## src/rtl/reaction_timer_16.sv

```systemverilog
// reaction_timer_16
//   Reaction-time measurement stage that sits behind the programmable delay.
//   An arm pulse starts a round, the delay's time_out pulse (start) lights the
//   LED, and the elapsed time in milliseconds is counted until the player's
//   button rising edge. The 16-bit binary result is held for the display until
//   the next arm. Presses before the LED lights are flagged as early; a round
//   where the count reaches MAX_MS without a press is flagged as timeout.
//
// Parameters
//   TICK_DIV     clk cycles per millisecond tick (>= 2)
//   MAX_MS       saturation limit and timeout threshold (<= 65535)
//
// Ports
//   clk          system clock, all state changes on posedge
//   reset_n      synchronous active-low reset
//   arm          single-cycle pulse that begins a round
//   start        single-cycle pulse from the delay stage's time_out
//   button       player button, active-high, synchronised and debounced
//   led          stimulus LED, high only while timing
//   busy         high while waiting for the LED or timing
//   result       reaction time in ms, held until the next arm
//   result_valid high after a legal press
//   early        high after a press made before the LED lit
//   timeout      high after the count reached MAX_MS without a press
module reaction_timer_16 #(
    parameter int unsigned TICK_DIV = 50000,
    parameter int unsigned MAX_MS   = 9999
) (
    input  logic        clk,
    input  logic        reset_n,
    input  logic        arm,
    input  logic        start,
    input  logic        button,
    output logic        led,
    output logic        busy,
    output logic [15:0] result,
    output logic        result_valid,
    output logic        early,
    output logic        timeout
);

    localparam int unsigned PW = (TICK_DIV > 1) ? $clog2(TICK_DIV) : 1;
    localparam logic [PW-1:0] PRE_LAST = PW'(TICK_DIV - 1);
    localparam logic [15:0]   MS_MAX   = 16'(MAX_MS);
    // Count value on which the next tick reaches the limit.
    localparam logic [15:0]   MS_PRE   = 16'(MAX_MS - 1);

    typedef enum logic [1:0] {
        S_IDLE,
        S_WAIT,
        S_TIMING,
        S_DONE
    } state_t;

    state_t        state;
    logic [PW-1:0] prescaler;
    logic [15:0]   ms_count;
    logic          btn_prev;
    logic          btn_rise;

    assign btn_rise = button & ~btn_prev;

    // NOTE: every register here, outputs included, is assigned with <= so all
    // of them update together from the same pre-edge values.
    always_ff @(posedge clk) begin
        if (!reset_n) begin
            state        <= S_IDLE;
            prescaler    <= '0;
            ms_count     <= '0;
            // Reset to 1 so a button already held down does not look like a press.
            btn_prev     <= 1'b1;
            led          <= 1'b0;
            busy         <= 1'b0;
            result       <= '0;
            result_valid <= 1'b0;
            early        <= 1'b0;
            timeout      <= 1'b0;
        end else begin
            btn_prev <= button;

            case (state)
                S_IDLE: begin
                    if (arm) begin
                        state        <= S_WAIT;
                        busy         <= 1'b1;
                        result       <= '0;
                        result_valid <= 1'b0;
                        early        <= 1'b0;
                        timeout      <= 1'b0;
                    end
                end

                S_WAIT: begin
                    // A press before the LED lights takes priority over start.
                    if (btn_rise) begin
                        state  <= S_DONE;
                        busy   <= 1'b0;
                        early  <= 1'b1;
                        result <= '0;
                    end else if (start) begin
                        state     <= S_TIMING;
                        led       <= 1'b1;
                        prescaler <= '0;
                        ms_count  <= '0;
                    end
                end

                S_TIMING: begin
                    if (btn_rise) begin
                        // Capture the count before any coincident tick.
                        state        <= S_DONE;
                        led          <= 1'b0;
                        busy         <= 1'b0;
                        result       <= ms_count;
                        result_valid <= 1'b1;
                    end else if (prescaler == PRE_LAST) begin
                        prescaler <= '0;
                        if (ms_count == MS_PRE) begin
                            state    <= S_DONE;
                            ms_count <= MS_MAX;
                            led      <= 1'b0;
                            busy     <= 1'b0;
                            result   <= MS_MAX;
                            timeout  <= 1'b1;
                        end else begin
                            ms_count <= ms_count + 16'd1;
                        end
                    end else begin
                        prescaler <= prescaler + PW'(1);
                    end
                end

                S_DONE: begin
                    if (arm) begin
                        state        <= S_WAIT;
                        busy         <= 1'b1;
                        result       <= '0;
                        result_valid <= 1'b0;
                        early        <= 1'b0;
                        timeout      <= 1'b0;
                    end
                end

                default: state <= S_IDLE;
            endcase
        end
    end

endmodule

```

## config.mk

```make
export PLATFORM = sky130hd
export DESIGN_NAME = reaction_timer_16
export DESIGN_NICKNAME = d
export VERILOG_FILES = /design/src/rtl/reaction_timer_16.sv
export SDC_FILE = /design/constraint.sdc
export NUM_CORES = 1
export LEC_CHECK = 0
export CAP_MARGIN = 20
export CORE_ASPECT_RATIO = 0.5
export CORE_MARGIN = 1.5
export CORE_UTILIZATION = 49
export CTS_CLUSTER_DIAMETER = 200
export DETAILED_ROUTE_END_ITERATION = 16
export GPL_TIMING_DRIVEN = 0
export PLACE_DENSITY = 0.81
export SYNTH_ARGS = -nofsm -noshare
export SYNTH_HDL_FRONTEND = slang
export SYNTH_SLANG_ARGS = --single-unit
```

## constraint.sdc

```tcl
create_clock -name clk -period 4.3 [get_ports clk]
set_input_delay 0.86 -clock clk [delete_from_list [all_inputs] [get_ports clk]]
set_output_delay 0.86 -clock clk [all_outputs]
set_load 0.03 [all_outputs]
```

==> flow_metrics.py, run 1 <==
metrics = {
    "detailed_routing": {
        "top_layer_used": "met4",
        "avgRoutedWirePerCell_um": 15.2,
        "dr_wl_met2_um": 3110,
        "postRouteAntennaNets": 0,
        "wl_um": 6630,
        "vias": 2545,
        "dr.pass1.iters": 5,
        "drt-met1-wl_um": 3000,
        "viasPerCell": 5.85,
        "dr.first_iter.drc_count": 145,
        "drc": 0,
        "wl_met3_um": 426,
    },
    "cells_and_area": {
        "area_growth_syn_to_layout_pct": 16.7,
        "seq_area_um2": 1120,
        "layout-drive-gt1-share": 0.0635,
        "layout_commonest_cell": "dfxtp_1",
        "insertedDiodeCount": 0,
        "final_cell_area_um2": 3360,
        "num-fill-cells": 483,
        "final_cell_mix": "56 x dfxtp_1, 44 x nand2_1, 32 x nor2_1, 24 x clkdlybuf4s50_1, 19 x xnor2_1",
        "final_nets": 371,
        "multi_input_area_um2": 1620,
    },
    "logic_synthesis": {
        "seq_area_frac_synth": 0.389,
        "syn_inst": 330,
        "synth_nets": 340,
        "syn_area_per_cell_um2": 8.73,
        "synth_top_area_cell": "dfxtp_1",
        "synth-edff-count": 0,
        "yosysWarnings": 0,
        "async_flop_share": 0,
        "ys_ff_latch": 56,
        "syn-cell-area_um2": 2880,
        "yosysTopAreaCellShare": 0.389,
        "netlist_top_cells_area": "dfxtp_1 39%, xnor2_1 5.8%, nand2_1 5.7%",
        "synthDistinctLibCells": 55,
        "synth_ff_type": "dfxtp_1",
    },
    "clocking": {
        "cts_hold_buf": 0,
        "postCtsSetupBuffers": 0,
        "cts_resized": 0,
        "insertion_delay_ps": 290,
        "ctsLongestPathBuffers": 2,
        "cts_buffers": 5,
        "cts_tree": "yes",
        "cts.htree.levels": 2,
        "cts.sink_count": 56,
        "cts-root-buf": "clkbuf_16",
        "clk_pin_slew_worst_paths_ps": 70,
    },
    "sta": {
        "setup_tns_ps": 0,
        "relSlewSlack": 0.468,
        "finalCriticalPeriod_ps": 2890,
        "finalClockSkew_ps": 5.02,
        "fmax_mhz": 346,
        "hold_viol_final": 0,
        "drv_slew": 0,
        "setup_violations": 0,
        "rsz0062_at_grt": "no",
        "finalHoldWorstSlack_ps": 464,
        "period_share": 0.672,
        "worst_pin_slew_ps": 799,
    },
    "floorplanning": {
        "fp.dieW_um": 111,
        "fp.dieH_um": 57.2,
        "ios": 26,
        "rows": 19,
        "die_area_um2": 6380,
        "start_util": 0.518,
        "core_um2": 5560,
    },
    "critical_path": {
        "rrSetupSlack_ps": 1630,
        "crit_type": "input port to register",
        "critPathArrivalTime_ps": 3050,
        "crit_path_cell_trace": "clkdlybuf4s50_1 > nand2b_1 > clkbuf_1 > nand2_1 > buf_1 > a2111oi_0 > xnor2_1 > nor2_1",
        "critPathBufInv": 3,
        "crit_path_end_kind": "register",
        "worst_ep_required_time_ps": 4460,
        "worstReg2RegStart": "prescaler[7]",
        "cp_top_family": "buffers and inverters",
        "slowest_delay_ps": 580,
        "cp.depth": 8,
        "ff2ff_path_depth": 6,
        "crit_slowest_cell": "a2111oi_0",
        "path_max_fanout": 10,
        "cp-start-kind": "input port",
        "r2r_end": "ms_count[5]",
    },
    "hold_path": {
        "hold_path_depth": 2,
        "min_from": "result[14]",
        "hold_class": "register to register",
        "hold_path_end": "result[14]",
    },
    "power_and_ir_drop": {
        "ir_worst_vdd_v": 0.000387,
        "finalPower_mw": 1.53,
        "leakage_nw": 1.12,
        "cellPowerDensity_nw_per_um2": 454,
    },
    "placement": {
        "dpl-instance-area_um2": 3210,
        "portBuffers": 24,
        "dp_hpwl_um": 4860,
        "place.gp.congestion": 0.812,
    },
    "global_route": {
        "grt_pass1_wl_um": 11300,
        "grt_max_degree": 17,
        "grt_pass1_vias": 2389,
        "grt_usage": 0.221,
        "grt.overflow.total": 0,
        "antenna_found_initial": 0,
    },
    "status": {
        "status": "finished, final reports clean",
    },
    "job": {
        "drv_cap": 0,
    },
}
-- worst max-delay path by stage --
stage | from | to
floorplan | button | ms_count[4]
CTS | button | ms_count[4]
finish | button | ms_count[4]
global placement | button | ms_count[4]
global route | button | ms_count[4]
detailed placement | button | ms_count[4]
-- Yosys cell counts, types with 3 or more instances --
master and n:
nand3_1 10, and3_1 7, nand2_1 44, nand2b_1 3, a221o_1 3, xor2_1 4
or3_1 3, nor3_1 11, inv_1 14, nand4_1 8, a21oi_1 9, buf_2 3
clkbuf_1 12, nor4_1 3, dfxtp_1 56, nor2_1 32, nor4bb_1 3, xnor2_1 19
and4_1 4, ha_1 5, o211ai_1 9, a211oi_1 4, a2111oi_4 4, o21ai_0 6
mux2i_1 16
-- metrics by stage --
| stage | std cells | setup slack, ps | utilization |
|---|---|---|---|
| global route | 435 | 1310 | 0.604 |
| detailed placement | 427 | 1120 | 0.577 |
| floorplan | 330 | 1880 | - |
| finish | 435 | 1410 | 0.604 |
| CTS | 435 | 1420 | 0.604 |
| global placement | 427 | 1110 | 0.577 |
-- state kept, by name (all words and copies together) (netlist names) --
signal and count:
state 2, prescaler 16, btn_prev 1, result_valid 1, led 1, result 16
timeout 1, busy 1, ms_count 16, early 1
-- report_power, final --
group | switching (mW) | total, mW | internal (mW)
Sequential | 0.0273 | 0.588 | 0.560
Combinational | 0.331 | 0.530 | 0.198
Clock | 0.178 | 0.410 | 0.232
Total | 0.537 | 1.53 | 0.991
-- worst min-delay path: cells and delay by family (launching register included) --
| kind | cells | cell delay (ps) |
|---|---|---|
| DFF | 1 | 310 |
| muxes | 1 | 60 |
| and+or+nand+nor | 1 | 50 |
-- cell type report --
class,instances,share of cell area
clock inverters,1,0.00223
repair buffers,24,0.0715
plain buffers,18,0.0246
flip-flops and latches,56,0.333
multi-input cells,242,0.483
inverters,14,0.0156
clock buffers,7,0.0424
well taps,73,0.0272
-- cell families after synthesis --
family                     Yosys count  share of synthesized area
and+or+nand+nor                    144                      0.254
DFF                                 56                      0.389
AOI/OAI and AO/OA                   53                      0.159
buffers and inverters               32                     0.0469
xor gates and xnor gates            23                     0.0699
muxes                               17                     0.0595
adders and majority gates            5                     0.0217
-- routing by layer --
metal,up-vias,global-route usage
li1,1229,-
met1,1217,0.282
met2,89,0.379
met3,10,0.0468
met4,0,0.0759
met5,-,0
(Power assumes the default switching activity.)
==> run 2: changes to the inputs <==
Settings changed: PLACE_DENSITY 0.81 to 0.83.
Clock period 4.3 ns to 2.6 ns, I/O delays scaled along.
==> flow_metrics.py, run 2 (synthesis gave the netlist of run 1 again) <==
metrics = {
    "cells_and_area": {
        "num-fill-cells": 489,
        "final_cell_mix": "55 x dfxtp_1, 43 x nand2_1, 32 x nor2_1, 24 x clkdlybuf4s50_1, 19 x xnor2_1",
        "layout_commonest_cell": "dfxtp_1",
        "multi_input_area_um2": 1650,
        "final_nets": 372,
        "fin_util": 0.616,
        "largestRegisters": "ms_count x16, prescaler x16, result x16",
        "area_growth_syn_to_layout_pct": 18.9,
        "seq_area_um2": 1120,
        "insertedDiodeCount": 0,
        "final_cell_area_um2": 3420,
        "layout-drive-gt1-share": 0.0964,
    },
    "clocking": {
        "cts_tree": "yes",
        "cts-root-buf": "clkbuf_16",
        "cts.htree.levels": 2,
        "cts_hold_buf": 0,
        "clk_pin_slew_worst_paths_ps": 80,
        "insertion_delay_ps": 300,
        "cts_buffers": 5,
        "cts.sink_count": 56,
        "ctsLongestPathBuffers": 2,
    },
    "global_route": {
        "grt.overflow.total": 0,
        "grt_max_degree": 19,
        "grt_pass1_vias": 2413,
        "grt_usage": 0.224,
        "antenna_found_initial": 0,
        "grt_pass1_wl_um": 11400,
    },
    "critical_path": {
        "crit_type": "register to register",
        "crit_path_end_kind": "register",
        "path_max_fanout": 6,
        "cp-start-kind": "register",
        "worstReg2RegStart": "prescaler[5]",
        "critPathArrivalTime_ps": 2740,
        "worst_ep_required_time_ps": 2840,
        "crit_start": "prescaler[5]",
        "ff2ff_path_depth": 6,
    },
    "detailed_routing": {
        "vias": 2517,
        "wl_um": 6730,
        "dr.first_iter.drc_count": 142,
        "viasPerCell": 5.77,
        "avgRoutedWirePerCell_um": 15.4,
        "drc": 0,
        "postRouteAntennaNets": 0,
        "dr.pass1.iters": 4,
    },
    "sta": {
        "finalHoldWorstSlack_ps": 466,
        "finalClockSkew_ps": 10.8,
        "setup_violations": 0,
        "hold_viol_final": 0,
        "period_share": 0.962,
        "relSlewSlack": 0.488,
        "setup_ws_ps": 98.7,
        "worst_pin_slew_ps": 762,
        "finalCriticalPeriod_ps": 2500,
        "fmax_mhz": 400,
        "drv_slew": 0,
        "rsz0062_at_grt": "no",
    },
    "placement": {
        "portBuffers": 24,
        "dp_slack_ps": -375,
        "place.gp.congestion": 0.900,
        "dp_hpwl_um": 4860,
        "dpl-instance-area_um2": 3210,
    },
    "power_and_ir_drop": {
        "cellPowerDensity_nw_per_um2": 780,
        "leakage_nw": 1.15,
        "finalPower_mw": 2.67,
        "ir_worst_vdd_v": 0.000649,
    },
    "job": {
        "drv_cap": 0,
    },
    "floorplanning": {
        "fp.dieH_um": 57.2,
        "rows": 19,
        "fp.dieW_um": 111,
        "ios": 26,
        "start_util": 0.518,
        "die_area_um2": 6380,
        "core_um2": 5560,
    },
    "hold_path": {
        "hold_class": "register to register",
        "hold_path_depth": 2,
        "min_from": "result[3]",
    },
    "status": {
        "status": "finished, final reports clean",
    },
}
==> run 2: worst paths after layout <==
kind / slack, ps / endpoint
worst max-delay path: 100 / ms_count[14]
worst min-delay path: 470 / result[3]
worst max register to register: 100 / ms_count[14]
worst min register to register: 470 / result[3]
==> run 2: area by class of cell <==
cell class / instances / area share
Buffer: 17 / 0.0237
Clock buffer: 5 / 0.0365
Clock inverter: 3 / 0.0135
Inverter: 14 / 0.0153
Multi-Input combinational cell: 242 / 0.482
Sequential cell: 56 / 0.328
Tap cell: 73 / 0.0267
Timing Repair Buffer: 26 / 0.0745
==> run 2: stage by stage <==
step	TNS, ps	std cells
2_1_floorplan	0	330
3_3_place_gp	-802	427
3_5_place_dp	-1040	427
4_1_cts	0	434
5_1_grt	0	436
6_report	0	436
==> run 2: where the power goes <==
group	switching [mW]	total, mW	internal (mW)	leakage, nW
Combinational	0.568	0.914	0.346	0.615
Clock	0.327	0.786	0.459	0.0804
Sequential	0.0448	0.971	0.927	0.453
Total	0.939	2.67	1.73	1.15
==> run 2: layer usage <==
| layer | up-vias | track usage | wire length, µm |
|---|---|---|---|
| met4 | 0 | 0.0669 | 80 |
| met5 | - | 0 | 0 |
| met1 | 1185 | 0.290 | 3110 |
| li1 | 1241 | - | - |
| met2 | 82 | 0.388 | 3080 |
| met3 | 9 | 0.0436 | 470 |
==> run 2: timing repair <==
item,CTS,global route
pin swaps,0,1
setup buffers,0,2
resized for setup,6,8
endpoints found under the setup margin,11,29
==> run 2: worst max-delay path: stages, from the launching register on <==
cell and delay (ps):
dfxtp_1 340, or4b_1 520, or4_1 490, buf_2 190
a21o_4 260, or4_4 510, a21oi_2 130
==> run 3: changes to the inputs <==
Settings changed: SETUP_SLACK_MARGIN set to 0.05.
==> flow_metrics.py, run 3 (synthesis gave the netlist of run 1 again) <==
metrics = {
    "cells_and_area": {
        "final_nets": 377,
        "area_growth_syn_to_layout_pct": 21.0,
        "final_cell_mix": "51 x dfxtp_1, 44 x nand2_1, 32 x nor2_1, 24 x clkdlybuf4s50_1, 19 x xnor2_1",
        "seq_area_um2": 1130,
        "final_cell_area_um2": 3490,
        "layout-drive-gt1-share": 0.122,
        "layout_commonest_cell": "dfxtp_1",
        "num-fill-cells": 479,
        "largestRegisters": "ms_count x16, prescaler x16, result x16",
        "insertedDiodeCount": 0,
        "multi_input_area_um2": 1650,
    },
    "clocking": {
        "ctsLongestPathBuffers": 2,
        "cts_buffers": 5,
        "cts.htree.levels": 2,
        "cts_tree": "yes",
        "clk_pin_slew_worst_paths_ps": 80,
        "cts-root-buf": "clkbuf_16",
        "cts.sink_count": 56,
        "cts_hold_buf": 0,
        "insertion_delay_ps": 300,
    },
    "power_and_ir_drop": {
        "power_frac_comb": 0.342,
        "ir_worst_vdd_v": 0.000627,
        "seqPwrFrac": 0.364,
        "leakage_nw": 1.18,
        "finalPower_mw": 2.66,
        "cellPowerDensity_nw_per_um2": 764,
        "p_int_mw": 1.73,
        "switching_share": 0.351,
        "clockPowerShare": 0.294,
        "p_switching_uw": 935,
    },
    "detailed_routing": {
        "vias": 2572,
        "postRouteAntennaNets": 0,
        "wl_um": 6780,
        "dr.pass1.iters": 4,
        "viasPerCell": 5.83,
        "dr.first_iter.drc_count": 135,
        "avgRoutedWirePerCell_um": 15.4,
        "drc": 0,
    },
    "global_route": {
        "grt_pass1_wl_um": 11400,
        "grt_usage": 0.225,
        "grt.overflow.total": 0,
        "grt_max_degree": 19,
        "antenna_found_initial": 0,
        "grt_pass1_vias": 2426,
    },
    "critical_path": {
        "crit_start": "prescaler[10]",
        "worstReg2RegStart": "prescaler[10]",
        "crit_type": "register to register",
        "critPathArrivalTime_ps": 2690,
        "crit_path_end_kind": "register",
        "cp-start-kind": "register",
        "worst_ep_required_time_ps": 2790,
        "path_max_fanout": 6,
    },
    "placement": {
        "place.gp.congestion": 0.900,
        "dp_hpwl_um": 4860,
        "dp_slack_ps": -375,
        "dpl-instance-area_um2": 3210,
        "portBuffers": 24,
    },
    "sta": {
        "relSlewSlack": 0.535,
        "hold_viol_final": 0,
        "setup_tns_ps": 0,
        "drv_slew": 0,
        "worst_pin_slew_ps": 698,
        "setup_violations": 0,
        "fmax_mhz": 399,
        "setup_ws_ps": 95.6,
        "finalClockSkew_ps": 8.85,
        "period_share": 0.963,
        "finalHoldWorstSlack_ps": 465,
        "finalCriticalPeriod_ps": 2500,
        "rsz0062_at_grt": "no",
    },
    "floorplanning": {
        "die_area_um2": 6380,
        "core_um2": 5560,
        "fp.dieH_um": 57.2,
        "rows": 19,
        "start_util": 0.518,
        "ios": 26,
        "fp.dieW_um": 111,
    },
    "status": {
        "status": "finished, final reports clean",
    },
    "job": {
        "drv_cap": 0,
    },
    "hold_path": {
        "min_from": "result[3]",
        "hold_class": "register to register",
    },
}
==> run 3: final timing paths <==
check                 endpoint  slack, ps  depth (start not counted)
setup / recovery  ms_count[13]        100                          7
hold / removal       result[3]        470                          2
setup reg to reg  ms_count[13]        100                          7
hold reg to reg      result[3]        470                          2
==> run 3: area by class of cell <==
class,count,area share
Multi-Input combinational cell,242,0.475
Sequential cell,56,0.325
Timing Repair Buffer,31,0.0840
Clock buffer,5,0.0359
Buffer,17,0.0262
Tap cell,73,0.0262
Inverter,14,0.0151
Clock inverter,3,0.0133
==> run 3: critical path, cell delays in order (launching register included) <==
cell,delay [ps]
dfxtp_4,350
or4_1,500
or4_4,500
buf_6,150
a21o_4,230
and2_0,150
buf_4,160
a221o_1,350
==> run 3: what timing repair did <==
item	4_1_cts	5_1_grt
setup endpoints to repair	21	22
pin swaps	0	4
setup buffers	0	7
gates resized for setup	11	12
cloned	0	0
==> run 3: power by group through the flow <==
stage | Combinational [mW] | Clock (mW) | Sequential (mW)
3_5_place_dp | 0.876 | 0 | 0.991
6_report | 0.911 | 0.783 | 0.969
3_3_place_gp | 0.847 | 0 | 0.986
2_1_floorplan | 0.558 | 0 | 1.07
4_1_cts | 0.904 | 0.795 | 0.970
5_1_grt | 0.978 | 0.831 | 0.976
==> run 3: metrics by stage <==
stage               cells   util
floorplan             330      -
global placement      427  0.577
detailed placement    427  0.577
CTS                   434  0.614
global route          441  0.627
finish                441  0.627
==> run 3: routing by layer <==
metal / global-route usage / wire [µm] / up-vias
met1: 0.289 / 2960 / 1195
li1: - / - / 1253
met3: 0.0468 / 556 / 15
met5: 0 / 0 / -
met4: 0.0705 / 131 / 0
met2: 0.388 / 3130 / 109
